### config.mk
export PLATFORM = sky130hd
export DESIGN_NAME = mem_req_ctrl
export DESIGN_NICKNAME = d
export VERILOG_FILES = /design/src/rtl/mem_req_ctrl_pkg.sv /design/src/rtl/mem_req_ctrl.sv
export SDC_FILE = /design/constraint.sdc
export NUM_CORES = 1
export LEC_CHECK = 0
export CAP_MARGIN = 5
export CORE_MARGIN = 5
export CORE_UTILIZATION = 31
export CTS_CLUSTER_DIAMETER = 150
export DETAILED_ROUTE_END_ITERATION = 8
export GPL_TIMING_DRIVEN = 0
export PLACE_DENSITY = 0.79
export SYNTH_ARGS = -nofsm -noshare
export SYNTH_HDL_FRONTEND = slang
export SYNTH_SLANG_ARGS = --single-unit
### constraint.sdc
create_clock -name clock -period 1.92 [get_ports clock]
set_input_delay 0.48 -clock clock [delete_from_list [all_inputs] [get_ports clock]]
set_output_delay 0.48 -clock clock [all_outputs]
set_load 0.05 [all_outputs]
### src/rtl/mem_req_ctrl_pkg.sv
// Shared types and constants for the memory request front-end.
package mem_req_ctrl_pkg;

  typedef enum logic {
    CLEAR = 1'b0,
    RUN   = 1'b1
  } state_t;

  localparam int MEM_REQ_CTRL_RSP_LATENCY = 2;

endpackage

### src/rtl/mem_req_ctrl.sv
// Valid/ready request front-end for sync_mem with a one-entry read response register.
// Define MEM_REQ_CTRL_CLEAR_EN to zero the whole array after reset before accepting traffic.
module mem_req_ctrl
  import mem_req_ctrl_pkg::*;
#(
  parameter int DEPTH = 4,
  parameter int WIDTH = 8
) (
  input  logic             clock,
  input  logic             reset,
  input  logic             req_valid,
  output logic             req_ready,
  input  logic             req_write,
  input  logic [DEPTH-1:0] req_addr,
  input  logic [WIDTH-1:0] req_wdata,
  output logic             rsp_valid,
  input  logic             rsp_ready,
  output logic [WIDTH-1:0] rsp_data,
  output logic             init_done,
  output logic             mem_writeEnable,
  output logic [DEPTH-1:0] mem_address,
  output logic [WIDTH-1:0] mem_writeData,
  input  logic [WIDTH-1:0] mem_readData
);

  state_t           r_state;
  state_t           w_state_nxt;
  logic             w_run;
  logic             w_accept;
  logic             w_rd_issue;
  logic             r_rd_pending;
  logic             r_rsp_valid;
  logic [WIDTH-1:0] r_rsp_data;

  // Gating with reset keeps every output at its reset value while reset is held.
  assign w_run      = (r_state == RUN) && !reset;
  assign req_ready  = w_run && !r_rd_pending && (!r_rsp_valid || rsp_ready);
  assign w_accept   = req_valid && req_ready;
  assign w_rd_issue = w_accept && !req_write;
  assign init_done  = w_run;
  assign rsp_valid  = r_rsp_valid;
  assign rsp_data   = r_rsp_data;

`ifdef MEM_REQ_CTRL_CLEAR_EN
  logic [DEPTH-1:0] r_clr_cnt;
  logic             w_clearing;

  assign w_clearing = (r_state == CLEAR) && !reset;

  always_ff @(posedge clock) begin
    if (reset) begin
      r_state <= CLEAR;
    end else begin
      r_state <= w_state_nxt;
    end
  end

  always_comb begin
    w_state_nxt = r_state;
    if ((r_state == CLEAR) && (r_clr_cnt == '1)) begin
      w_state_nxt = RUN;
    end
  end

  always_ff @(posedge clock) begin
    if (reset) begin
      r_clr_cnt <= '0;
    end else if (r_state == CLEAR) begin
      r_clr_cnt <= r_clr_cnt + 1'b1;
    end
  end

  always_comb begin
    mem_writeEnable = w_accept && req_write;
    mem_address     = w_accept ? req_addr  : '0;
    mem_writeData   = w_accept ? req_wdata : '0;
    if (w_clearing) begin
      mem_writeEnable = 1'b1;
      mem_address     = r_clr_cnt;
      mem_writeData   = '0;
    end
  end
`else
  always_ff @(posedge clock) begin
    if (reset) begin
      r_state <= RUN;
    end else begin
      r_state <= w_state_nxt;
    end
  end

  always_comb begin
    w_state_nxt = RUN;
  end

  always_comb begin
    mem_writeEnable = w_accept && req_write;
    mem_address     = w_accept ? req_addr  : '0;
    mem_writeData   = w_accept ? req_wdata : '0;
  end
`endif

  // Read issued in T: memory output valid in T+1, captured into the response register at its end.
  always_ff @(posedge clock) begin
    if (reset) begin
      r_rd_pending <= 1'b0;
      r_rsp_valid  <= 1'b0;
      r_rsp_data   <= '0;
    end else begin
      r_rd_pending <= w_rd_issue;
      if (r_rd_pending) begin
        r_rsp_valid <= 1'b1;
        r_rsp_data  <= mem_readData;
      end else if (rsp_ready) begin
        r_rsp_valid <= 1'b0;
      end
    end
  end

endmodule

# After elaboration in Yosys (flattened, before gate mapping)

Cells that the tools add are included.
Widths: inputs -> output; s select.

Bits in registers: 10
Input bits: 25
Word-level logic and storage cells: 18

Muxes and demuxes: 4
Reduce and logical (&&, ||, !) cells: 11

Operator list:

| cell              | number |
|---|---|
| $mux 8            | 1 |
| $logic_and 1x1->1 | 5 |
| $logic_not 1->1   | 4 |
| $mux 4            | 1 |
| $mux 1            | 2 |
| $reduce_bool 2->1 | 1 |
| $logic_or 1x1->1  | 1 |

# Longest topological paths before layout

Depth in word-level cells: 5
Gate-level depth with buffers: 5
Depth with buffers taken out: 2

# Worst setup path after synthesis

No wires, ideal clock.

Path type: input-to-output
Start: input port reset
End: output port mem_address[0]
Data arrival time: 2.059 ns
Required time: 1.440 ns
Slack: -0.619 ns
Stages on the path: 4
Path buffers: 2
Cell sequence: buf_2 > or2_1 > buf_6 > nor3_1

Longest elaborated chain between the ends: 5

RTL lines:

| element                        | line               | text |
|---|---|---|
| start: declaration             | mem_req_ctrl.sv:10 | `input logic reset,` |
| $logic_not 1->1                | mem_req_ctrl.sv:36 | `assign w_run = (r_state == RUN) && !reset;` |
| $logic_and 1x1->1 (2 in a row) | mem_req_ctrl.sv:37 | `assign req_ready = w_run && !r_rd_pending && (!r_rsp_valid \|\| rsp_ready);` |
| $logic_and 1x1->1              | mem_req_ctrl.sv:38 | `assign w_accept = req_valid && req_ready;` |
| $mux 4                         | mem_req_ctrl.sv:98 | `mem_address = w_accept ? req_addr : '0;` |
| end: declaration               | mem_req_ctrl.sv:21 | `output logic [DEPTH-1:0] mem_address,` |

Every way passes these cells.

# Final worst setup path

Start: register r_rd_pending
End: output port mem_address[0]

Longest elaborated chain between the ends: 5

RTL lines:

| element                        | line                | text |
|---|---|---|
| start: declaration             | mem_req_ctrl.sv:31  | `logic r_rd_pending;` |
| start signal: assignment       | mem_req_ctrl.sv:110 | `r_rd_pending <= w_rd_issue;` |
| $logic_not 1->1                | mem_req_ctrl.sv:37  |  |
| $logic_and 1x1->1 (2 in a row) | mem_req_ctrl.sv:37  |  |
| $logic_and 1x1->1              | mem_req_ctrl.sv:38  |  |
| $mux 4                         | mem_req_ctrl.sv:98  |  |

Every way passes these cells.

==> results.cfg <==
[place]
gp_congestion = 0.648
dp_slack_ps = -1160
dpl_cell_area_mm2 = 0.00117
dp_cells = 137
dpl.hpwl_um = 1430
numPortBuffers = 47

[critical_path]
critPathArrivalTime_ps = 1450
endpoint_kind = primary output
cp_max_fo = 5
start_kind = register
worstPathRequired_ps = 1440
reg2reg_setup_slack_ps = 690
crit_type = register to primary output

[routing]
drt-initial-drc-count = 1
ant_nets = 0
drc = 0
wl_per_cell_um = 14.1
avgViaCountPerCell = 4.58
via_count = 691
dr.pass1.iters = 2
wirelength_um = 2130

[grt]
grt_use_met1_pct = 16.6
track_usage_pct = 17.4
antenna_found_initial = 0
grt_max_degree = 11
grtUsageMet2_pct = 31.6
grt-busiest-layer = met2
grt_pass1_vias = 738
grt_pass1_wl_um = 3510
overflow = 0
use_met3_pct = 7.04

[timing]
layout_worst_path_cycle_share_pct = 100
rsz0062_at_grt = yes
fin_crit_ps = 1930
worst_slew_pin_slew_ps = 523
slew_violations = 0
setup_viol = 3
slew_headroom_pct = 65.1
fmax_ghz = 0.519
final-hold-violation-count = 0
skew_ps = 4.18
postLayoutSetupSlackWorst_ps = -8.02

[floorplanning]
die_width_um = 53.0
fp.coreArea_mm2 = 0.00175
rows = 15
dieHeight_um = 53.0
initial_core_util_pct = 32.8
io_pins = 49
dieArea_mm2 = 0.00281

[clocking]
clock-sinks = 10
cts_root_buf = clkbuf_4
h-tree-depth = 1
cts_buffer_depth = 2
cts_tree = done
path_clk_slew_ps = 70
cts_buffers = 3
clk_latency_ps = 270
cts_hold_buf = 0

[finish]
fin_nets = 152
finalInstanceArea_mm2 = 0.00143
drive_above_1_share_pct = 45.2
area_growth_pct = 150
num_antenna_cells = 0
layout.cells.non_filler = 151

[hold_path]
hold_path.class = input port to register

[job]
maxCapViolCount = 0

[power]
p_per_area_mw_per_mm2 = 482
peakVddDrop_v = 0.000333
p_leak_nw = 0.730

[logic_synthesis]
ys_ff_latch = 10
synth_area_um2 = 573
synth_nets = 90
ys_warn_count = 0
netlist_instances = 65
syn_avg_cell_area_um2 = 8.82
ys_seq_area_share_pct = 34.9
synth.distinct_cells = 15

[run_status]
status = finished, violations left
violations = setup timing
layer usage:
metal / vias to the layer above / part of all wire (%)
met4: 0 / 1.4
met1: 315 / 33
met5: - / 0
met2: 35 / 54
li1: 337 / -
met3: 4 / 12
synth_stat cells:
master / instances / share of area (%)
buf_12: 1 / 3.5
buf_2: 3 / 2.6
buf_6: 2 / 3.9
clkbuf_1: 1 / 0.65
dfxtp_1: 10 / 35
inv_1: 1 / 0.65
mux2i_1: 8 / 14
nand2_1: 13 / 8.5
nor2_1: 9 / 5.9
nor2b_1: 1 / 1.1
nor3_1: 4 / 3.5
nor3_2: 9 / 16
nor4b_2: 1 / 2.6
o21a_1: 1 / 1.3
or2_1: 1 / 1.1
where the power goes:
group	internal, mW	total [mW]	switching [mW]
Combinational	0.134	0.284	0.150
Clock	0.115	0.189	0.0734
Sequential	0.215	0.218	0.00315
area by class of cell:
class                           instances  area, um2
Timing Repair Buffer                   58        641
Multi-Input combinational cell         47        429
Clock buffer                            4       36.3
Buffer                                  6       91.3
Fill cell                             105        312
Inverter                                1       3.75
Sequential cell                        10        201
Tap cell                               25       31.3
worst max-delay path, cell delays in order (launching register included):
cell and delay, ps:
dfxtp_2 320, or2_1 230, buf_6 140, buf_8 140, nor3_4 180, buf_6 180
registers in the layout, summed over array words and instances, names as in the netlist:
register and flops:
rsp_data 8, rsp_valid 1, r_rd_pending 1
cell families (layout without fill, tap and decap cells):
family,Yosys count,in the layout,synth area share (%)
AOI/OAI and AO/OA,1,1,1.31
buffers and inverters,8,69,11.4
DFF,10,10,34.9
muxes,8,8,14.0
and+or+nand+nor,38,38,38.4
final timing paths:
path           startpoint             end  depth (start not counted)
min                 reset     rsp_data[0]                          2
max reg2reg  r_rd_pending    r_rd_pending                          5
max          r_rd_pending  mem_address[0]                          5
min reg2reg   rsp_data[5]     rsp_data[5]                          2
layout by cell type (no fill, tap or decap):
cell,synthesis,final
or2_1,1,1
nand2_2,0,5
inv_1,1,1
nor2_1,9,8
nor4b_2,1,1
mux2i_1,8,8
clkbuf_2,0,1
nor2_4,0,1
o21a_1,1,1
dlygate4sd2_1,0,2
buf_12,1,2
nor2b_1,1,1
buf_16,0,2
buf_8,0,2
clkbuf_4,0,3
nor3_4,0,13
clkdlybuf4s50_1,0,18
clkbuf_8,0,2
dlymetal6s2s_1,0,12
buf_4,0,8
nand2_1,13,8
dfxtp_1,10,9
buf_6,2,16
dfxtp_2,0,1
through the flow:
step | power [mW] | TNS [ps] | hold WS, ps | utilization, %
2_1_floorplan | 0.374 | -1850 | 551 | -
3_3_place_gp | 0.466 | -13780 | 471 | 67.1
3_5_place_dp | 0.469 | -13940 | 485 | 67.1
4_1_cts | 0.694 | -707 | 390 | 79.4
5_1_grt | 0.725 | -400 | 395 | 82.2
6_report | 0.691 | -17.9 | 397 | 82.2
timing repair:
item                       4_1_cts  5_1_grt
gates resized for setup        115       22
hold endpoints to repair         0        0
pin swaps                       11        6
cloned                           2        0
buffers inserted                 8        1
setup endpoints to repair       15       23
Note: power is estimated with default switching activity, not from simulation.
